$ cat src/rtl/reset_sequencer.sv
// reset_sequencer: staged board reset generator with optional watchdog.
// Turns the raw reset pin and soft requests into N ordered, synchronous resets.
//
// Ports:
//   m_clock   in  system clock (single clock domain)
//   p_reset   in  synchronous active-high block reset
//   rst_req_n in  raw asynchronous reset request, active-low (synchronised here)
//   soft_req  in  synchronous software reset request (pulse or level)
//   wdt_kick  in  watchdog service strobe
//   rst_out   out per-stage active-high reset, bit 0 releases first
//   ready     out all stages released
//   wdt_fired out sticky: last reset came from the watchdog
//
// Build option: define RSTSEQ_WDT_EN to include the watchdog. Without it
// wdt_kick is ignored and wdt_fired is tied low.

module reset_sequencer #(
   parameter int N_STAGE     = 3,
   parameter int HOLD_CYCLES = 1024,
   parameter int STAGE_GAP   = 16,
   parameter int SYNC_DEPTH  = 2,
   parameter int WDT_CYCLES  = 50000000
) (
   input  logic               m_clock,
   input  logic               p_reset,
   input  logic               rst_req_n,
   input  logic               soft_req,
   input  logic               wdt_kick,
   output logic [N_STAGE-1:0] rst_out,
   output logic               ready,
   output logic               wdt_fired
);

   localparam int HG_MAX = (HOLD_CYCLES > STAGE_GAP) ? HOLD_CYCLES : STAGE_GAP;
`ifdef RSTSEQ_WDT_EN
   localparam int CNT_MAX = (WDT_CYCLES > HG_MAX) ? WDT_CYCLES : HG_MAX;
`else
   localparam int CNT_MAX = HG_MAX;
`endif
   localparam int CW = (CNT_MAX > 1) ? $clog2(CNT_MAX) : 1;
   localparam int IW = (N_STAGE > 1) ? $clog2(N_STAGE) : 1;

   localparam logic [CW-1:0] HOLD_LAST = CW'(HOLD_CYCLES - 1);
   localparam logic [CW-1:0] GAP_LAST  = CW'(STAGE_GAP - 1);
   localparam logic [IW-1:0] IDX_LAST  = IW'(N_STAGE - 1);

   typedef enum logic [1:0] {
      S_HOLD = 2'd0,
      S_REL  = 2'd1,
      S_RUN  = 2'd2
   } state_t;

   state_t               r_state;
   state_t               w_state_nxt;
   logic [CW-1:0]        r_cnt;
   logic [CW-1:0]        w_cnt_nxt;
   logic [IW-1:0]        r_idx;
   logic [IW-1:0]        w_idx_nxt;
   logic [N_STAGE-1:0]   r_rst_out;
   logic [N_STAGE-1:0]   w_rst_nxt;
   logic                 r_ready;
   logic                 w_ready_nxt;
   logic [SYNC_DEPTH-1:0] r_sync;
   logic                 w_pin_req;
   logic                 w_wdt_expire;
   logic                 w_req;

   // Counters hold at all-ones rather than wrapping.
   function automatic logic [CW-1:0] sat_inc(input logic [CW-1:0] v);
      return (&v) ? v : v + 1'b1;
   endfunction

   // Pin synchroniser; resets to 0 so the pin reads as "request asserted".
   always_ff @(posedge m_clock) begin
      if (p_reset) begin
         r_sync <= '0;
      end else begin
         r_sync <= {r_sync[SYNC_DEPTH-2:0], rst_req_n};
      end
   end

   assign w_pin_req = ~r_sync[SYNC_DEPTH-1];
   assign w_req     = w_pin_req | soft_req | w_wdt_expire;

   always_comb begin
      w_state_nxt = r_state;
      w_cnt_nxt   = r_cnt;
      w_idx_nxt   = r_idx;
      w_rst_nxt   = r_rst_out;
      w_ready_nxt = r_ready;
      if (w_req) begin
         // Assertion is immediate from any state.
         w_state_nxt = S_HOLD;
         w_cnt_nxt   = '0;
         w_idx_nxt   = '0;
         w_rst_nxt   = '1;
         w_ready_nxt = 1'b0;
      end else begin
         unique case (r_state)
            S_HOLD: begin
               w_rst_nxt   = '1;
               w_ready_nxt = 1'b0;
               if (r_cnt == HOLD_LAST) begin
                  w_state_nxt  = S_REL;
                  w_cnt_nxt    = '0;
                  w_idx_nxt    = '0;
                  w_rst_nxt[0] = 1'b0;
               end else begin
                  w_cnt_nxt = sat_inc(r_cnt);
               end
            end
            S_REL: begin
               if (r_cnt == GAP_LAST) begin
                  w_cnt_nxt = '0;
                  if (r_idx == IDX_LAST) begin
                     w_state_nxt = S_RUN;
                     w_rst_nxt   = '0;
                     w_ready_nxt = 1'b1;
                  end else begin
                     w_idx_nxt = r_idx + 1'b1;
                     for (int b = 0; b < N_STAGE; b++) begin
                        if (b == int'(r_idx) + 1) begin
                           w_rst_nxt[b] = 1'b0;
                        end
                     end
                  end
               end else begin
                  w_cnt_nxt = sat_inc(r_cnt);
               end
            end
            S_RUN: begin
               w_rst_nxt   = '0;
               w_ready_nxt = 1'b1;
            end
            default: begin
               w_state_nxt = S_HOLD;
               w_cnt_nxt   = '0;
               w_idx_nxt   = '0;
               w_rst_nxt   = '1;
               w_ready_nxt = 1'b0;
            end
         endcase
      end
   end

   always_ff @(posedge m_clock) begin
      if (p_reset) begin
         r_state   <= S_HOLD;
         r_cnt     <= '0;
         r_idx     <= '0;
         r_rst_out <= '1;
         r_ready   <= 1'b0;
      end else begin
         r_state   <= w_state_nxt;
         r_cnt     <= w_cnt_nxt;
         r_idx     <= w_idx_nxt;
         r_rst_out <= w_rst_nxt;
         r_ready   <= w_ready_nxt;
      end
   end

`ifdef RSTSEQ_WDT_EN
   logic [CW-1:0] r_wdt_cnt;
   logic          r_wdt_fired;

   localparam logic [CW-1:0] WDT_LAST = CW'(WDT_CYCLES - 1);

   // A kick in the expiry cycle suppresses the fire.
   assign w_wdt_expire = (r_state == S_RUN) && (r_wdt_cnt == WDT_LAST)
                         && !wdt_kick;

   always_ff @(posedge m_clock) begin
      if (p_reset) begin
         r_wdt_cnt   <= '0;
         r_wdt_fired <= 1'b0;
      end else begin
         if (w_wdt_expire) begin
            r_wdt_fired <= 1'b1;
         end
         // Counts only while staying in RUN; leaving RUN or a kick clears it.
         if (r_state == S_RUN && w_state_nxt == S_RUN && !wdt_kick) begin
            r_wdt_cnt <= sat_inc(r_wdt_cnt);
         end else begin
            r_wdt_cnt <= '0;
         end
      end
   end

   assign wdt_fired = r_wdt_fired;
`else
   logic w_unused;

   assign w_wdt_expire = 1'b0;
   assign wdt_fired    = 1'b0;
   assign w_unused     = wdt_kick | (WDT_CYCLES == 0);
`endif

   assign rst_out = r_rst_out;
   assign ready   = r_ready;

endmodule
$ cat config.mk
export PLATFORM = sky130hd
export DESIGN_NAME = reset_sequencer
export DESIGN_NICKNAME = d
export VERILOG_FILES = /design/src/rtl/reset_sequencer.sv
export SDC_FILE = /design/constraint.sdc
export NUM_CORES = 1
export LEC_CHECK = 0
export ABC_AREA = 1
export BUFFER_PORTS_ARGS = -buffer_cell sky130_fd_sc_hd__buf_4
export CAP_MARGIN = 10
export CORE_MARGIN = 5
export CORE_UTILIZATION = 53
export DETAILED_ROUTE_END_ITERATION = 8
export GPL_ROUTABILITY_DRIVEN = 0
export MAX_ROUTING_LAYER = met4
export PLACE_DENSITY = 0.75
export SLEW_MARGIN = 20
export SYNTH_ARGS = -nofsm -noshare
export SYNTH_HDL_FRONTEND = slang
export SYNTH_SLANG_ARGS = --single-unit
$ cat constraint.sdc
create_clock -name m_clock -period 1.48 [get_ports m_clock]
set_input_delay 0.222 -clock m_clock [delete_from_list [all_inputs] [get_ports m_clock]]
set_output_delay 0.222 -clock m_clock [all_outputs]
set_load 0.005 [all_outputs]
==> impl_metrics.ini, run 1 <==
[min_path]
worstHoldPathType = in -> reg

[yosys]
syn-num-nets = 205
synth_cell_type_count = 28
synth-adder-area-share_pct = 7.72
synthMuxAreaShare_pct = 0
ys_seq_area_share_pct = 30.9
synth_top_family_by_area = simple AND/OR/NAND/NOR gates
synth.cell_area_um2 = 1300
synth_xor_area_share_pct = 2.03
synth-edff-count = 0
synth_compound_area_share_pct = 14.7
yosys_register_bits = 20
yosysWarnings = 0
async_flop_share_pct = 0
syn_inst = 192
yosys.area_share.simple_pct = 34.1
synth_flop_cell = dfxtp_1
avgSynthCellArea_um2 = 6.75

[critical_path]
cp-start-kind = register
crit_slowest_cell = dfxtp_4
worst-path-max-fanout = 7
worstPathArrival_ns = 1.76
required_ns = 1.73
critPathMaxStageDelay_ns = 0.37
crit_type = reg -> reg
end_kind = register
cp_top_family = simple AND/OR/NAND/NOR gates
cp_num_buf_inv = 2
crit_path_cell_trace = ha_4 -> nand2_4 -> nor2_4 -> buf_4 -> nand3_4 -> nand2_4 -> a21oi_2 -> buf_6 -> nand2_1 -> a21oi_2

[timing]
setup_violations = 8
setup_ws_ns = -0.0337
fin_skew_ns = 0.000978
post-route-period-util_pct = 102
slew_headroom_pct = 64.0
period_needed_ns = 1.51
slew_violations = 0
grt_setup_unrepaired = yes
worstMarginPinSlew_ns = 0.540
clock.fmax_mhz = 661
final-hold-violation-count = 0

[place]
place_ws_ns = -0.0517
place_hpwl_mm = 2.13
port_buffers = 7

[die]
ios = 10
core_area_um2 = 2410
dieArea_um2 = 3530
start_util_pct = 53.8
fp.dieW_um = 59.5
rows = 18
die_height_um = 59.5

[clocking]
path_clk_slew_ns = 0.12
htree_num_levels = 1
cts_root_buffer = clkbuf_4
cts_buffer_depth = 2
ctsHoldBuffers = 0
clock_sinks = 20
cts_tree = built
clock_latency_ns = 0.31
cts_buffers = 3

[route]
ant_nets = 0
wire_per_inst_um = 11.8
initialDrtViolationCount = 47
wl_mm = 2.96
vias = 1273
dr.pass1.iters = 4
vias_per_cell = 5.09
drc_errors = 0

[cells_and_area]
n_antenna_cell = 0
fillers = 202
layout_common_cells = nand2_1, buf_4, inv_1
area_delta_synth_final_pct = 27.2
finish.utilization_pct = 68.4
drive_above_1_share_pct = 31.8
nets = 234
layout_commonest_cell = nand2_1

[pwr]
p_comb_share_pct = 2.2
p_switching_mw = 0.192
p_per_area_nw_per_um2 = 541
power_frac_seq_pct = 60.6
worst_ir_drop_vdd_uv = 483
internal_power_mw = 0.699
swShare_pct = 21.6
clkPwrFrac_pct = 37.2
p_leak_nw = 0.704

[global_routing]
grt_pass1_wl_mm = 4.96
grt_start_max_net_pins = 13
grt_usage_pct = 18.8
antenna_found_initial = 0
grt_pass1_vias = 1268
gr-total-overflow = 0

[flow_run]
cap_violations = 0

[status]
violations = setup timing
status = finished, violations left
[registers in the layout, indices dropped and copies added (netlist names)]
signal and cells:
r_sync 2, r_state 2, rst_out 3, ready 1, r_cnt 10, r_idx 2
[power groups by stage]
stage	Sequential, mW	Clock [mW]	Combinational, mW
4_1_cts	0.541	0.334	0.0190
3_3_place_gp	0.553	0	0.0181
6_report	0.540	0.332	0.0193
3_5_place_dp	0.553	0	0.0189
5_1_grt	0.541	0.367	0.0222
2_1_floorplan	0.553	0	0.0104
[worst reg2reg max path: stages, from the launching register on]
cell and delay, ns:
dfxtp_4 0.37, ha_4 0.17, nand2_4 0.08, nor2_4 0.04
buf_4 0.13, nand3_4 0.12, nand2_4 0.08, a21oi_2 0.13
buf_6 0.15, nand2_1 0.07, a21oi_2 0.11
[path summary, 6_finish.rpt]
path,startpoint,end,slack [ns],cells past startpoint
setup / recovery,r_cnt[0]$_SDFFE_PP0N_,r_cnt[6]$_SDFFE_PP0N_,-0.03,10
hold / removal,p_reset,r_sync[0]$_SDFF_PP0_,0.06,2
setup reg to reg,r_cnt[0]$_SDFFE_PP0N_,r_cnt[6]$_SDFFE_PP0N_,-0.03,10
hold reg to reg,r_sync[0]$_SDFF_PP0_,r_sync[1]$_SDFF_PP0_,0.42,2
[logic make-up after synthesis]
kind of cell,Yosys count
compound gates,30
flops,20
other cells,1
simple gates,98
xor+xnor,3
buf+inv,32
fa+ha+maj,8
[routing by layer]
| layer | GRT usage (%) | wire length (um) | share of wire (%) | vias up |
|---|---|---|---|---|
| met1 | 20.1 | 1270 | 43 | 567 |
| met5 | - | 0 | 0 | - |
| met4 | 11.3 | 100 | 3.4 | 0 |
| li1 | - | - | - | 656 |
| met2 | 32.4 | 1480 | 50 | 35 |
| met3 | 2.61 | 113 | 3.8 | 15 |
[layout make-up]
| cell class | instances | area [um^2] | share of cell area (%) |
|---|---|---|---|
| sequential | 20 | 410 | 24.9 |
| clock buffer | 4 | 36.3 | 2.20 |
| tap | 30 | 37.5 | 2.28 |
| inverter | 27 | 101 | 6.15 |
| timing repair buffer | 29 | 225 | 13.7 |
| multi-input combinational | 140 | 838 | 50.8 |
[cells in the mapped netlist (2+ instances only)]
| cell type | number | area (um^2) |
|---|---|---|
| nor2_1 | 14 | 52.6 |
| nand4_1 | 2 | 12.5 |
| buf_2 | 2 | 10.0 |
| nor2_4 | 2 | 22.5 |
| o21ai_0 | 9 | 45.0 |
| nand2_1 | 60 | 225 |
| nand2_2 | 7 | 43.8 |
| nand3_1 | 9 | 45.0 |
| a21oi_1 | 13 | 65.1 |
| a21oi_2 | 4 | 35.0 |
| dfxtp_1 | 20 | 400 |
| xor2_1 | 2 | 17.5 |
| ha_1 | 8 | 100 |
| inv_1 | 26 | 97.6 |
[repair_timing]
action,4_1_cts,5_1_grt
setup buffers,4,3
pin swaps,9,5
setup endpoints to repair,4,17
resized for setup,10,17
endpoints found under the hold margin,0,0
[stage by stage]
step           instances  instance area [um^2]  hold slack (ns)  power [mW]  setup TNS, ns
3_3_place_gp         239                  1480            0.394       0.571        -0.0152
4_1_cts              247                  1580           0.0621       0.894         -0.108
5_1_grt              250                  1650           0.0494       0.931          -1.30
6_report             250                  1650           0.0649       0.891         -0.139
2_1_floorplan        192                  1310            0.293       0.563              0
3_5_place_dp         239                  1480            0.400       0.572        -0.0839
No activity file was read; power rests on OpenSTA's default activity.
==> run 2: changes to the inputs <==
--- a/config.mk
+++ b/config.mk
@@ -9,11 +9,12 @@
 export BUFFER_PORTS_ARGS = -buffer_cell sky130_fd_sc_hd__buf_4
 export CAP_MARGIN = 10
 export CORE_MARGIN = 5
-export CORE_UTILIZATION = 53
+export CORE_UTILIZATION = 55
+export CTS_BUF_LIST = sky130_fd_sc_hd__clkbuf_4
 export DETAILED_ROUTE_END_ITERATION = 8
 export GPL_ROUTABILITY_DRIVEN = 0
 export MAX_ROUTING_LAYER = met4
-export PLACE_DENSITY = 0.75
+export PLACE_DENSITY = 0.77
 export SLEW_MARGIN = 20
 export SYNTH_ARGS = -nofsm -noshare
 export SYNTH_HDL_FRONTEND = slang
==> run 2 against run 1 <==
Compared with the run above: the run still ends with setup timing left; via count up 2.7%; die area decreased by 3.0%; clock power fell by 13%; cell area up 1.7%; fmax shrank 4.8%; first-iteration DRC count is 28% lower; hold slack better by 0.012 ns; clock-buffer cell count stayed put; non-clock buffer count rose by 1; cell count shrank 0.40%; clock skew grew 0.0043 ns; critical path type unchanged; highest routed layer unchanged.
==> impl_metrics.ini, run 2 (synthesized netlist as in run 1, its figures left out) <==
[status]
status = finished, violations left
violations = setup timing

[cells_and_area]
top_register = r_cnt
finish.utilization_pct = 75.1
n_antenna_cell = 0
nets = 235
fillers = 172
stdcell_area_um2 = 1680
layout_common_cells = nand2_1, inv_1, buf_4
area_delta_synth_final_pct = 29.3
layout_commonest_cell = nand2_1
largest_reg_flops = 10
drive_above_1_share_pct = 33.9

[min_path]
worstHoldPathType = in -> reg
min_to = r_sync[0]$_SDFF_PP0_
hold_depth = 2
hp-start = p_reset

[global_routing]
antenna_found_initial = 0
grt_pass1_wl_mm = 5.19
grt_pass1_vias = 1306
grt_start_max_net_pins = 13
grt_usage_pct = 19.4
gr-total-overflow = 0

[route]
initialDrtViolationCount = 34
ant_nets = 0
wl_mm = 3.13
vias = 1307
vias_per_cell = 5.25
drc_errors = 0
wire_per_inst_um = 12.6
dr.pass1.iters = 4

[clocking]
cts_root_buffer = clkbuf_4
path_clk_slew_ns = 0.11
cts_tree = built
ctsHoldBuffers = 0
htree_num_levels = 1
cts_buffers = 3
cts_buffer_depth = 2
clock_latency_ns = 0.30
clock_sinks = 20

[die]
die_height_um = 58.5
start_util_pct = 58.0
core_area_um2 = 2230
ios = 10
rows = 17
dieArea_um2 = 3430
fp.dieW_um = 58.5

[timing]
post-route-period-util_pct = 107
slew_violations = 0
grt_setup_unrepaired = yes
setup_ws_ns = -0.110
period_needed_ns = 1.59
fin_skew_ns = 0.00523
final-hold-violation-count = 0
clock.fmax_mhz = 629
setup_violations = 3

[critical_path]
worst-path-max-fanout = 4
required_ns = 1.69
r2r-end = r_cnt[8]$_SDFFE_PP0N_
r2r_start = r_cnt[1]$_SDFFE_PP0N_
worstPathArrival_ns = 1.80
crit_type = reg -> reg
reg2reg_slack_ns = -0.11
worstRegToRegCells = 13
end_kind = register
cp-start-kind = register

[place]
postPlaceCellArea_um2 = 1510
place_hpwl_mm = 2.18
place_ws_ns = -0.0324
port_buffers = 7

[pwr]
worst_ir_drop_vdd_uv = 562
fin_total_pwr_mw = 0.848
p_leak_nw = 0.717
p_per_area_nw_per_um2 = 506

[flow_run]
cap_violations = 0
[run 2: worst max path at each step]
stage / start / depth (start not counted) / end / slack, ns
after global routing: r_cnt[1]$_SDFFE_PP0N_ / 13 / r_cnt[8]$_SDFFE_PP0N_ / -0.21
after global placement: r_cnt[1]$_SDFFE_PP0N_ / 8 / r_cnt[0]$_SDFFE_PP0N_ / -0.006
after CTS: r_cnt[1]$_SDFFE_PP0N_ / 8 / r_cnt[0]$_SDFFE_PP0N_ / -0.05
after floorplan: r_cnt[1]$_SDFFE_PP0N_ / 8 / r_cnt[0]$_SDFFE_PP0N_ / 0.02
after detailed placement: r_cnt[1]$_SDFFE_PP0N_ / 8 / r_cnt[0]$_SDFFE_PP0N_ / -0.03
final: r_cnt[1]$_SDFFE_PP0N_ / 13 / r_cnt[8]$_SDFFE_PP0N_ / -0.11
[run 2: timing repair]
item	in CTS	in global routing
endpoints found under the setup margin	2	18
pin swaps	2	7
setup buffers	1	3
resized for setup	0	35
[run 2: metal layers]
| metal | share of wire, % | GRT usage, % |
|---|---|---|
| met3 | 3.9 | 3.95 |
| met5 | 0 | - |
| met1 | 42 | 20.6 |
| met2 | 51 | 33.2 |
| met4 | 2.7 | 10.9 |
[run 2: final cells by class]
cell class / instances / area (um^2) / share of cell area (%)
clock buffer: 4 / 30.0 / 1.79
tap: 28 / 35.0 / 2.09
sequential: 20 / 408 / 24.3
multi-input combinational: 140 / 862 / 51.4
inverter: 27 / 101 / 6.04
timing repair buffer: 30 / 240 / 14.3
[run 2: report_power, final]
part	switching, mW	internal (mW)
Clock	0.165	0.123
Sequential	0.000967	0.539
Combinational	0.00988	0.00964
Total	0.176	0.672
[run 2: worst max-delay path: stages, from the launching register on]
cell and delay [ns]:
dfxtp_2 0.37, ha_4 0.16, nand2_4 0.06, nor2_4 0.16, buf_4 0.13, buf_6 0.08, buf_4 0.09, nand3_1 0.10
nand2_1 0.09, nand2_1 0.05, nand2_1 0.05, nand3_1 0.06, nand2_1 0.06, inv_1 0.03
[run 2: metrics by stage]
| step | hold slack [ns] | setup TNS, ns | cells |
|---|---|---|---|
| after floorplan | 0.293 | 0 | 192 |
| after global placement | 0.395 | -0.00575 | 241 |
| after detailed placement | 0.400 | -0.0324 | 241 |
| after CTS | 0.0687 | -0.0503 | 246 |
| after global routing | 0.0708 | -1.26 | 249 |
| final | 0.0769 | -0.210 | 249 |
==> run 3: changes to the inputs <==
--- a/config.mk
+++ b/config.mk
@@ -9,12 +9,12 @@
 export BUFFER_PORTS_ARGS = -buffer_cell sky130_fd_sc_hd__buf_4
 export CAP_MARGIN = 10
 export CORE_MARGIN = 5
-export CORE_UTILIZATION = 55
-export CTS_BUF_LIST = sky130_fd_sc_hd__clkbuf_4
+export CORE_UTILIZATION = 53
+export CTS_BUF_LIST = sky130_fd_sc_hd__clkbuf_16
 export DETAILED_ROUTE_END_ITERATION = 8
 export GPL_ROUTABILITY_DRIVEN = 0
 export MAX_ROUTING_LAYER = met4
-export PLACE_DENSITY = 0.77
+export PLACE_DENSITY = 0.75
 export SLEW_MARGIN = 20
 export SYNTH_ARGS = -nofsm -noshare
 export SYNTH_HDL_FRONTEND = slang
==> run 3 against run 2 <==
Compared with the run above: the flow still finishes with violations (setup timing); via count barely moved; first-iteration DRC count up 59%; sequential cell count stayed put; critical path type unchanged; wire length down 3.0%; highest routed layer unchanged; sequential share of layout area is 0.068 points lower; total power rose by 33%; register-to-register slack better by 0.09 ns.
==> impl_metrics.ini, run 3 (synthesized netlist as in run 1, its figures left out) <==
[status]
status = finished, violations left
violations = setup timing

[cells_and_area]
area_delta_synth_final_pct = 30.5
nets = 234
layout_common_cells = nand2_1, buf_4, inv_1
largest_reg_flops = 10
layout_commonest_cell = nand2_1
top_register = r_cnt
instances_no_fill = 250
drive_above_1_share_pct = 31.4
fillers = 187
n_antenna_cell = 0

[clocking]
htree_num_levels = 1
cts_tree = built
path_clk_slew_ns = 0.06
cts_buffer_depth = 2
clock_sinks = 20
clock_latency_ns = 0.25
ctsHoldBuffers = 0
cts_root_buffer = clkbuf_16
cts_buffers = 3

[global_routing]
grt_usage_pct = 18.9
grt_start_max_net_pins = 13
gr-total-overflow = 0
grt_pass1_wl_mm = 5.00
antenna_found_initial = 0
grt_pass1_vias = 1278

[die]
dieArea_um2 = 3530
die_height_um = 59.5
start_util_pct = 53.8
rows = 18
core_area_um2 = 2410
ios = 10
fp.dieW_um = 59.5

[route]
vias = 1308
wire_per_inst_um = 12.2
dr.pass1.iters = 4
vias_per_cell = 5.23
wl_mm = 3.04
initialDrtViolationCount = 54
ant_nets = 0
drc_errors = 0

[timing]
clock.fmax_mhz = 665
setup_ws_ns = -0.0239
fin_skew_ns = 0.00224
slew_violations = 0
grt_setup_unrepaired = yes
slew_headroom_pct = 65.5
final-hold-violation-count = 0
setup_violations = 7
worstMarginPinSlew_ns = 0.517
period_needed_ns = 1.50
post-route-period-util_pct = 102

[pwr]
power_frac_seq_pct = 48.1
worst_ir_drop_vdd_uv = 586
fin_total_pwr_mw = 1.12
clkPwrFrac_pct = 50.2
swShare_pct = 19.1
p_comb_share_pct = 1.7
internal_power_mw = 0.909
p_per_area_nw_per_um2 = 664
p_leak_nw = 0.718
p_switching_mw = 0.215

[min_path]
worstHoldPathType = in -> reg
hp-start = p_reset
min_to = r_sync[0]$_SDFF_PP0_
hold_depth = 2

[critical_path]
r2r_start = r_cnt[0]$_SDFFE_PP0N_
worstRegToRegCells = 10
worst-path-max-fanout = 7
cp-start-kind = register
crit_type = reg -> reg
worstPathArrival_ns = 1.68
r2r-end = r_cnt[6]$_SDFFE_PP0N_
required_ns = 1.66
end_kind = register
reg2reg_slack_ns = -0.02

[flow_run]
cap_violations = 0

[place]
place_ws_ns = -0.0517
port_buffers = 7
place_hpwl_mm = 2.13
dp_cells = 239
-- run 3: stage by stage --
stage	setup TNS (ns)	area [um^2]	utilization (%)	hold slack, ns
floorplan	0	1310	-	0.293
global placement	-0.0152	1480	61.6	0.394
detailed placement	-0.0839	1480	61.6	0.400
CTS	-0.0247	1620	67.1	0.136
global route	-1.09	1690	70.2	0.135
finish	-0.0960	1690	70.2	0.133
-- run 3: worst max-delay path, cell delays in order (launching register included) --
cell and delay, ns:
dfxtp_4 0.35, ha_4 0.17, nand2_4 0.08, nor2_4 0.04, buf_4 0.13, nand3_4 0.12, nand2_4 0.08, a21oi_2 0.13
buf_6 0.15, nand2_1 0.07, a21oi_2 0.11
-- run 3: layer usage --
metal  vias up  track usage [%]  routed length (um)
met5         -                -                   0
met4         0             10.4                  73
met3        12             3.27                 128
met2        42             32.8                1530
met1       597             20.1                1310
li1        657                -                   -
-- run 3: how the worst max path moves through the flow --
stage / cells past startpoint / endpoint / from
after floorplan: 8 / r_cnt[0]$_SDFFE_PP0N_ / r_cnt[1]$_SDFFE_PP0N_
after global placement: 8 / r_cnt[0]$_SDFFE_PP0N_ / r_cnt[1]$_SDFFE_PP0N_
after detailed placement: 8 / r_cnt[0]$_SDFFE_PP0N_ / r_cnt[1]$_SDFFE_PP0N_
after CTS: 8 / r_cnt[0]$_SDFFE_PP0N_ / r_cnt[0]$_SDFFE_PP0N_
after global routing: 10 / r_cnt[4]$_SDFFE_PP0N_ / r_cnt[0]$_SDFFE_PP0N_
final: 10 / r_cnt[6]$_SDFFE_PP0N_ / r_cnt[0]$_SDFFE_PP0N_
-- run 3: repair_timing --
action,4_1_cts,5_1_grt
buffers inserted,4,3
pin swaps,9,5
resized for setup,10,15
setup endpoints to repair,3,17
-- run 3: layout make-up --
class / count / area, um^2 / area share (%)
sequential: 20 / 410 / 24.3
timing repair buffer: 29 / 225 / 13.3
clock buffer: 3 / 75.1 / 4.44
clock inverter: 1 / 3.75 / 0.222
tap: 30 / 37.5 / 2.22
multi-input combinational: 140 / 838 / 49.6
inverter: 27 / 101 / 5.99
-- run 3: power groups by stage --
stage	registers (mW)	logic (mW)	clock network, mW
finish	0.541	0.0191	0.564
global route	0.541	0.0221	0.602
CTS	0.541	0.0190	0.566
detailed placement	0.553	0.0189	0
global placement	0.553	0.0181	0
floorplan	0.553	0.0104	0
